==> src/rtl/sdp_ram_reader_pkg.sv <==
// sdp_ram_reader_pkg: shared FSM encoding and parameter sanity check
package sdp_ram_reader_pkg;
  typedef enum logic [1:0] {IDLE, ISSUE, DRAIN} state_e;
  function automatic bit fifo_depth_ok(input int depth, input int latency);
    return depth >= latency + 2 && (depth & (depth - 1)) == 0;
  endfunction
endpackage

==> src/rtl/sdp_ram_reader_stream_fifo.sv <==
// stream_fifo: first-word-fall-through synchronous FIFO with occupancy count
module stream_fifo #(
  parameter int WIDTH = 8,
  parameter int DEPTH = 4
) (
  input  logic                     clk,
  input  logic                     rst,
  input  logic                     wr_en_i,
  input  logic [WIDTH-1:0]         wr_data_i,
  input  logic                     rd_en_i,
  output logic [WIDTH-1:0]         rd_data_o,
  output logic                     empty_o,
  output logic [$clog2(DEPTH):0]   count_o
);
  localparam int AW = $clog2(DEPTH);
  logic [WIDTH-1:0] mem_q [DEPTH];
  logic [AW:0] wptr_q, rptr_q;
  logic wr, rd;
  assign rd = rd_en_i && !empty_o;
  assign wr = wr_en_i && (count_o != (AW+1)'(DEPTH) || rd);
  assign count_o = wptr_q - rptr_q;
  assign empty_o = wptr_q == rptr_q;
  assign rd_data_o = empty_o ? '0 : mem_q[rptr_q[AW-1:0]];
  // storage array, written at the tail
  always_ff @(posedge clk)
    if (wr) mem_q[wptr_q[AW-1:0]] <= wr_data_i;
  // pointers; simultaneous read and write leave occupancy unchanged even when full
  always_ff @(posedge clk or posedge rst)
    if (rst) begin
      wptr_q <= '0;
      rptr_q <= '0;
    end else begin
      wptr_q <= wptr_q + (AW+1)'(wr);
      rptr_q <= rptr_q + (AW+1)'(rd);
    end
endmodule

==> src/rtl/sdp_ram_reader.sv <==
// sdp_ram_reader: sweeps a RAM address range and streams the read data with backpressure
module sdp_ram_reader import sdp_ram_reader_pkg::*; #(
  parameter int D_WIDTH    = 72,
  parameter int A_WIDTH    = 10,
  parameter int LATENCY    = 2,
  parameter int FIFO_DEPTH = 4
) (
  input  logic               clk,
  input  logic               rst,
  input  logic               start,
  input  logic [A_WIDTH-1:0] base_addr,
  input  logic [A_WIDTH:0]   length,
  output logic               busy,
  output logic               done,
  output logic [A_WIDTH-1:0] r_addr,
  input  logic [D_WIDTH-1:0] ram_dout,
  output logic [D_WIDTH-1:0] m_tdata,
  output logic               m_tvalid,
  input  logic               m_tready,
  output logic               m_tlast
);
  localparam int CW = $clog2(FIFO_DEPTH) + 1;
  if (!fifo_depth_ok(FIFO_DEPTH, LATENCY)) begin : g_bad_depth
    $error("FIFO_DEPTH must be a power of two and at least LATENCY+2");
  end
  state_e state_q;
  logic [A_WIDTH-1:0] addr_q, r_addr_q;
  logic [A_WIDTH:0] iss_rem_q, out_rem_q, out_rem_d;
  logic [LATENCY:0] vld_q;
  logic done_q, issue, xfer, empty;
  logic [CW-1:0] occ;
  int credit;
  assign xfer = m_tvalid && m_tready;
  assign out_rem_d = out_rem_q - (A_WIDTH+1)'(xfer);
  // slots committed to FIFO or in flight; a word leaving this cycle frees its slot
  always_comb credit = int'(occ) + $countones(vld_q) - int'(xfer);
  assign issue = state_q == ISSUE && iss_rem_q != '0 && credit < FIFO_DEPTH;
  assign busy = state_q != IDLE;
  assign done = done_q;
  assign r_addr = r_addr_q;
  assign m_tvalid = !empty;
  assign m_tlast = m_tvalid && out_rem_q == (A_WIDTH+1)'(1);
  // command FSM, address/issue/output counters and in-flight valid pipeline
  always_ff @(posedge clk or posedge rst)
    if (rst) begin
      state_q   <= IDLE;
      addr_q    <= '0;
      r_addr_q  <= '0;
      iss_rem_q <= '0;
      out_rem_q <= '0;
      vld_q     <= '0;
      done_q    <= 1'b0;
    end else begin
      vld_q     <= {vld_q[LATENCY-1:0], issue};
      done_q    <= 1'b0;
      out_rem_q <= out_rem_d;
      if (issue) begin
        r_addr_q  <= addr_q;
        addr_q    <= addr_q + 1'b1;
        iss_rem_q <= iss_rem_q - 1'b1;
      end
      case (state_q)
        IDLE: if (start) begin
          addr_q    <= base_addr;
          iss_rem_q <= length;
          out_rem_q <= length;
          if (length == '0) done_q <= 1'b1;
          else state_q <= ISSUE;
        end
        ISSUE: if (issue && iss_rem_q == (A_WIDTH+1)'(1)) state_q <= DRAIN;
        DRAIN: if (out_rem_d == '0) begin
          state_q <= IDLE;
          done_q  <= 1'b1;
        end
        default: state_q <= IDLE;
      endcase
    end
  stream_fifo #(.WIDTH(D_WIDTH), .DEPTH(FIFO_DEPTH)) u_fifo (
    .clk       (clk),
    .rst       (rst),
    .wr_en_i   (vld_q[LATENCY]),
    .wr_data_i (ram_dout),
    .rd_en_i   (m_tready),
    .rd_data_o (m_tdata),
    .empty_o   (empty),
    .count_o   (occ)
  );
endmodule

==> config.mk <==
export PLATFORM = sky130hd
export DESIGN_NAME = sdp_ram_reader
export DESIGN_NICKNAME = d
export VERILOG_FILES = /design/src/rtl/sdp_ram_reader_pkg.sv /design/src/rtl/sdp_ram_reader_stream_fifo.sv /design/src/rtl/sdp_ram_reader.sv
export SDC_FILE = /design/constraint.sdc
export NUM_CORES = 1
export LEC_CHECK = 0
export ABC_AREA = 0
export CAP_MARGIN = 10
export CORE_MARGIN = 2
export CORE_UTILIZATION = 60
export CTS_CLUSTER_SIZE = 30
export DETAILED_ROUTE_END_ITERATION = 7
export GPL_TIMING_DRIVEN = 0
export PLACE_DENSITY = 0.94
export SYNTH_ARGS = -nofsm -noshare
export SYNTH_HDL_FRONTEND = slang
export SYNTH_HIERARCHICAL = 1
export SYNTH_SLANG_ARGS = --single-unit
==> constraint.sdc <==
create_clock -name clk -period 21 [get_ports clk]
set_input_delay 5.25 -clock clk [delete_from_list [all_inputs] [get_ports clk]]
set_output_delay 5.25 -clock clk [all_outputs]
set_load 0.02 [all_outputs]
==> flow_metrics.tcl <==
set metrics [dict create \
    start_kind "flop" \
    worstPathRequired_ps 15750 \
    grt_max_degree 43 \
    setup_tns_ps 0 \
    cp_cell_sequence "buf_2, buf_2, inv_1, ha_1, and3_1, buf_2, nor2_1, nand3_1, nor4_1, clkdlybuf4s50_1" \
    num_rows 56 \
    maxSlewHeadroom_pct 26.2 \
    finClkSkew_ps 25.4 \
    cts_tree "yes" \
    ff2ff_path_depth 16 \
    wl_per_cell_um 23.8 \
    layout.area.seq_um2 10000 \
    crit_fanout 12 \
    synth_seq_cells 342 \
    cts.sinks 342 \
    critPathKind "flop to primary output" \
    met1_length_mm 12.6 \
    post_route_cells_drive_above_1_share_pct 16.3 \
    grt_pass1_vias 8462 \
    layout.cells.non_filler 1373 \
    arrival_ps 3490 \
    synth_area_per_cell_um2 18.4 \
    netlist_area_um2 14200 \
    ys.flop_type "edfxtp_1" \
    antenna_found_initial 1 \
    h-tree-depth 2 \
    synth.distinct_cells 54 \
    fmax_mhz 114 \
    hold_viol 0 \
    slowest_stage "clkdlybuf4s50_1" \
    globalplace.congestion 0.861 \
    vias 8240 \
    yosysSeqAreaShare_pct 70.6 \
    hold_buffers 0 \
    reg2reg_setup_slack_ps 16360 \
    tightest_slew_ps 1100 \
    grt_usage_pct 26.7 \
    dr.first_iter.drc_count 647 \
    dpl.hpwl_mm 21.6 \
    fin_crit_ps 8740 \
    critPathBufInv 5 \
    place.port_buffers 182 \
    root_buffer "clkbuf_16" \
    syn_nets 887 \
    routed.top_layer "met4" \
    drv_cap 0 \
    ioPinCount 183 \
    die_area_um2 24800 \
    cts_buffers 36 \
    grt_pass1_wl_mm 49.6 \
    critPathTopFamily "buffers and inverters" \
    area_delta_synth_final_pct 26.3 \
    holdCritPathClass "flop to flop" \
    netlist_instances 771 \
    fillers 1201 \
    status "completed" \
    async_flop_share_pct 15.8 \
    cp-end-kind "primary output" \
    min_to "vld_q[1]" \
    cts_buffer_depth 3 \
    post_cts_resized 0 \
    multi_input_area_um2 3810 \
    finalMaxSlewViolations 0 \
    yosys_warnings 6 \
    whs_ps 378 \
    first_pass_iters 5 \
    dieWidth_um 158 \
    route.met3.wl_mm 2.67 \
    coreArea_um2 23300 \
    dp_cells 1310 \
    reg2reg_to "state_q[0]" \
    routed_via_density 6.00 \
    period_share_pct 41.6 \
    path_clk_slew_ps 60 \
    finalWirelength_mm 32.7 \
    startpoint "u_fifo/rptr_q[1]" \
    fin_util_pct 76.7 \
    start_util_pct 60.7 \
    r2r_start "u_fifo/rptr_q[1]" \
    die_y_um 158 \
    drc 0 \
    nets 1145 \
    grt-ovfl-total 0 \
    rsz0062_at_grt "false" \
    postCtsSetupBuffers 0 \
    cp_common_cell "buf_2" \
    synth_edf_count 288 \
    wl_met2_mm 16.9 \
    hold_depth 0 \
    hp-start "vld_q[0]" \
    final_antenna_net_count 0 \
    clock_latency_ps 520 \
    max_stage_delay_ps 680 \
    setup_viol 0 \
]
[state kept, by name, summed over array words and instances, names as in the netlist]
register and flops:
u_fifo/wptr_q 3, u_fifo/rptr_q 3, iss_rem_q 11, u_fifo/mem_q 288, done 1, out_rem_q 11
vld_q 3, addr_q 10, state_q 2, r_addr 10
[worst max-delay path by stage]
stage,slack [ps],cells past startpoint,end
after global placement,2320,4,u_fifo/mem_q[3][32]
after CTS,12250,9,m_tdata[47]
final,12260,10,m_tlast
after global routing,12080,10,m_tlast
after floorplan,7820,3,u_fifo/mem_q[3][0]
after detailed placement,12420,11,state_q[0]
[synth_stat cells, types with 4 or more instances]
| cell | instances | share of area (%) |
|---|---|---|
| edfxtp_1 | 288 | 61 |
| nor4_1 | 9 | 0.40 |
| buf_2 | 15 | 0.53 |
| nor2_1 | 28 | 0.74 |
| clkbuf_1 | 6 | 0.16 |
| inv_1 | 26 | 0.69 |
| or3_1 | 11 | 0.49 |
| ha_1 | 17 | 1.5 |
| mux4_1 | 42 | 7.8 |
| buf_6 | 11 | 0.88 |
| nand3_1 | 11 | 0.39 |
| xnor2_1 | 5 | 0.31 |
| mux4_2 | 30 | 4.8 |
| nand2_1 | 16 | 0.42 |
| o311ai_0 | 4 | 0.25 |
| nor3_1 | 5 | 0.18 |
| a31oi_1 | 19 | 0.84 |
| or4_1 | 13 | 0.69 |
| nor2b_1 | 76 | 3.4 |
| o31ai_1 | 9 | 0.48 |
| dfrtp_1 | 54 | 9.5 |
| a21oi_1 | 7 | 0.25 |
| xor2_1 | 6 | 0.37 |
| o21ai_0 | 11 | 0.39 |
| nand2b_1 | 4 | 0.18 |
| mux2_2 | 8 | 0.64 |
[through the flow]
step | setup WS (ps) | cell area (um2)
floorplan | 7820 | 14200
global placement | 2320 | 16400
detailed placement | 12420 | 16800
global route | 12080 | 17900
finish | 12260 | 17900
CTS | 12250 | 17900
[layout make-up]
cell class              instances  share of cell area [%]
well taps                     319                    2.23
clock buffers                  42                    5.16
diodes                          2                  0.0280
clock inverters                19                    1.13
repair buffers                220                    12.2
multi-input cells             367                    21.3
flip-flops and latches        342                    55.9
inverters                      26                   0.546
plain buffers                  36                    1.50
[cells by family after synthesis]
| kind of cell | Yosys count | share of synthesized area, % |
|---|---|---|
| buffers and inverters | 62 | 2.59 |
| xor gates and xnor gates | 11 | 0.681 |
| adders and majority gates | 19 | 1.79 |
| DFF | 342 | 70.6 |
| and+or+nand+nor | 194 | 8.09 |
| AOI/OAI and AO/OA | 62 | 2.94 |
| muxes | 81 | 13.3 |
[cells in the final DEF, fill, tap and decap left out, types with 4 or more instances in the layout]
cell,synthesis,layout
inv_1,26,25
mux2_2,8,8
buf_6,11,22
o31ai_1,9,9
clkinv_2,0,7
o311ai_0,4,4
nand3_1,11,11
nor2b_1,76,76
or4_1,13,13
nand2_1,16,16
dfrtp_1,54,54
ha_1,17,17
mux4_1,42,42
a21oi_1,7,7
clkbuf_1,6,12
o21ai_0,11,11
buf_2,15,15
or3_1,11,11
buf_4,1,25
xor2_1,6,6
clkinv_1,0,6
clkbuf_16,0,36
nor2_1,28,28
mux4_2,30,30
edfxtp_1,288,288
xnor2_1,5,5
clkdlybuf4s50_1,0,182
nand2b_1,4,4
a31oi_1,19,19
bufinv_16,0,4
nor4_1,9,7
[layer usage]
| layer | up-vias | global-route usage (%) |
|---|---|---|
| met5 | - | 0 |
| met4 | 0 | 6.67 |
| met3 | 56 | 6.73 |
| met2 | 404 | 45.6 |
| met1 | 4181 | 34.9 |
| li1 | 3599 | - |
Power is left out: the tool's default activity adds up to more than one toggle a clock period on the data nets, which glitch-free logic cannot reach.
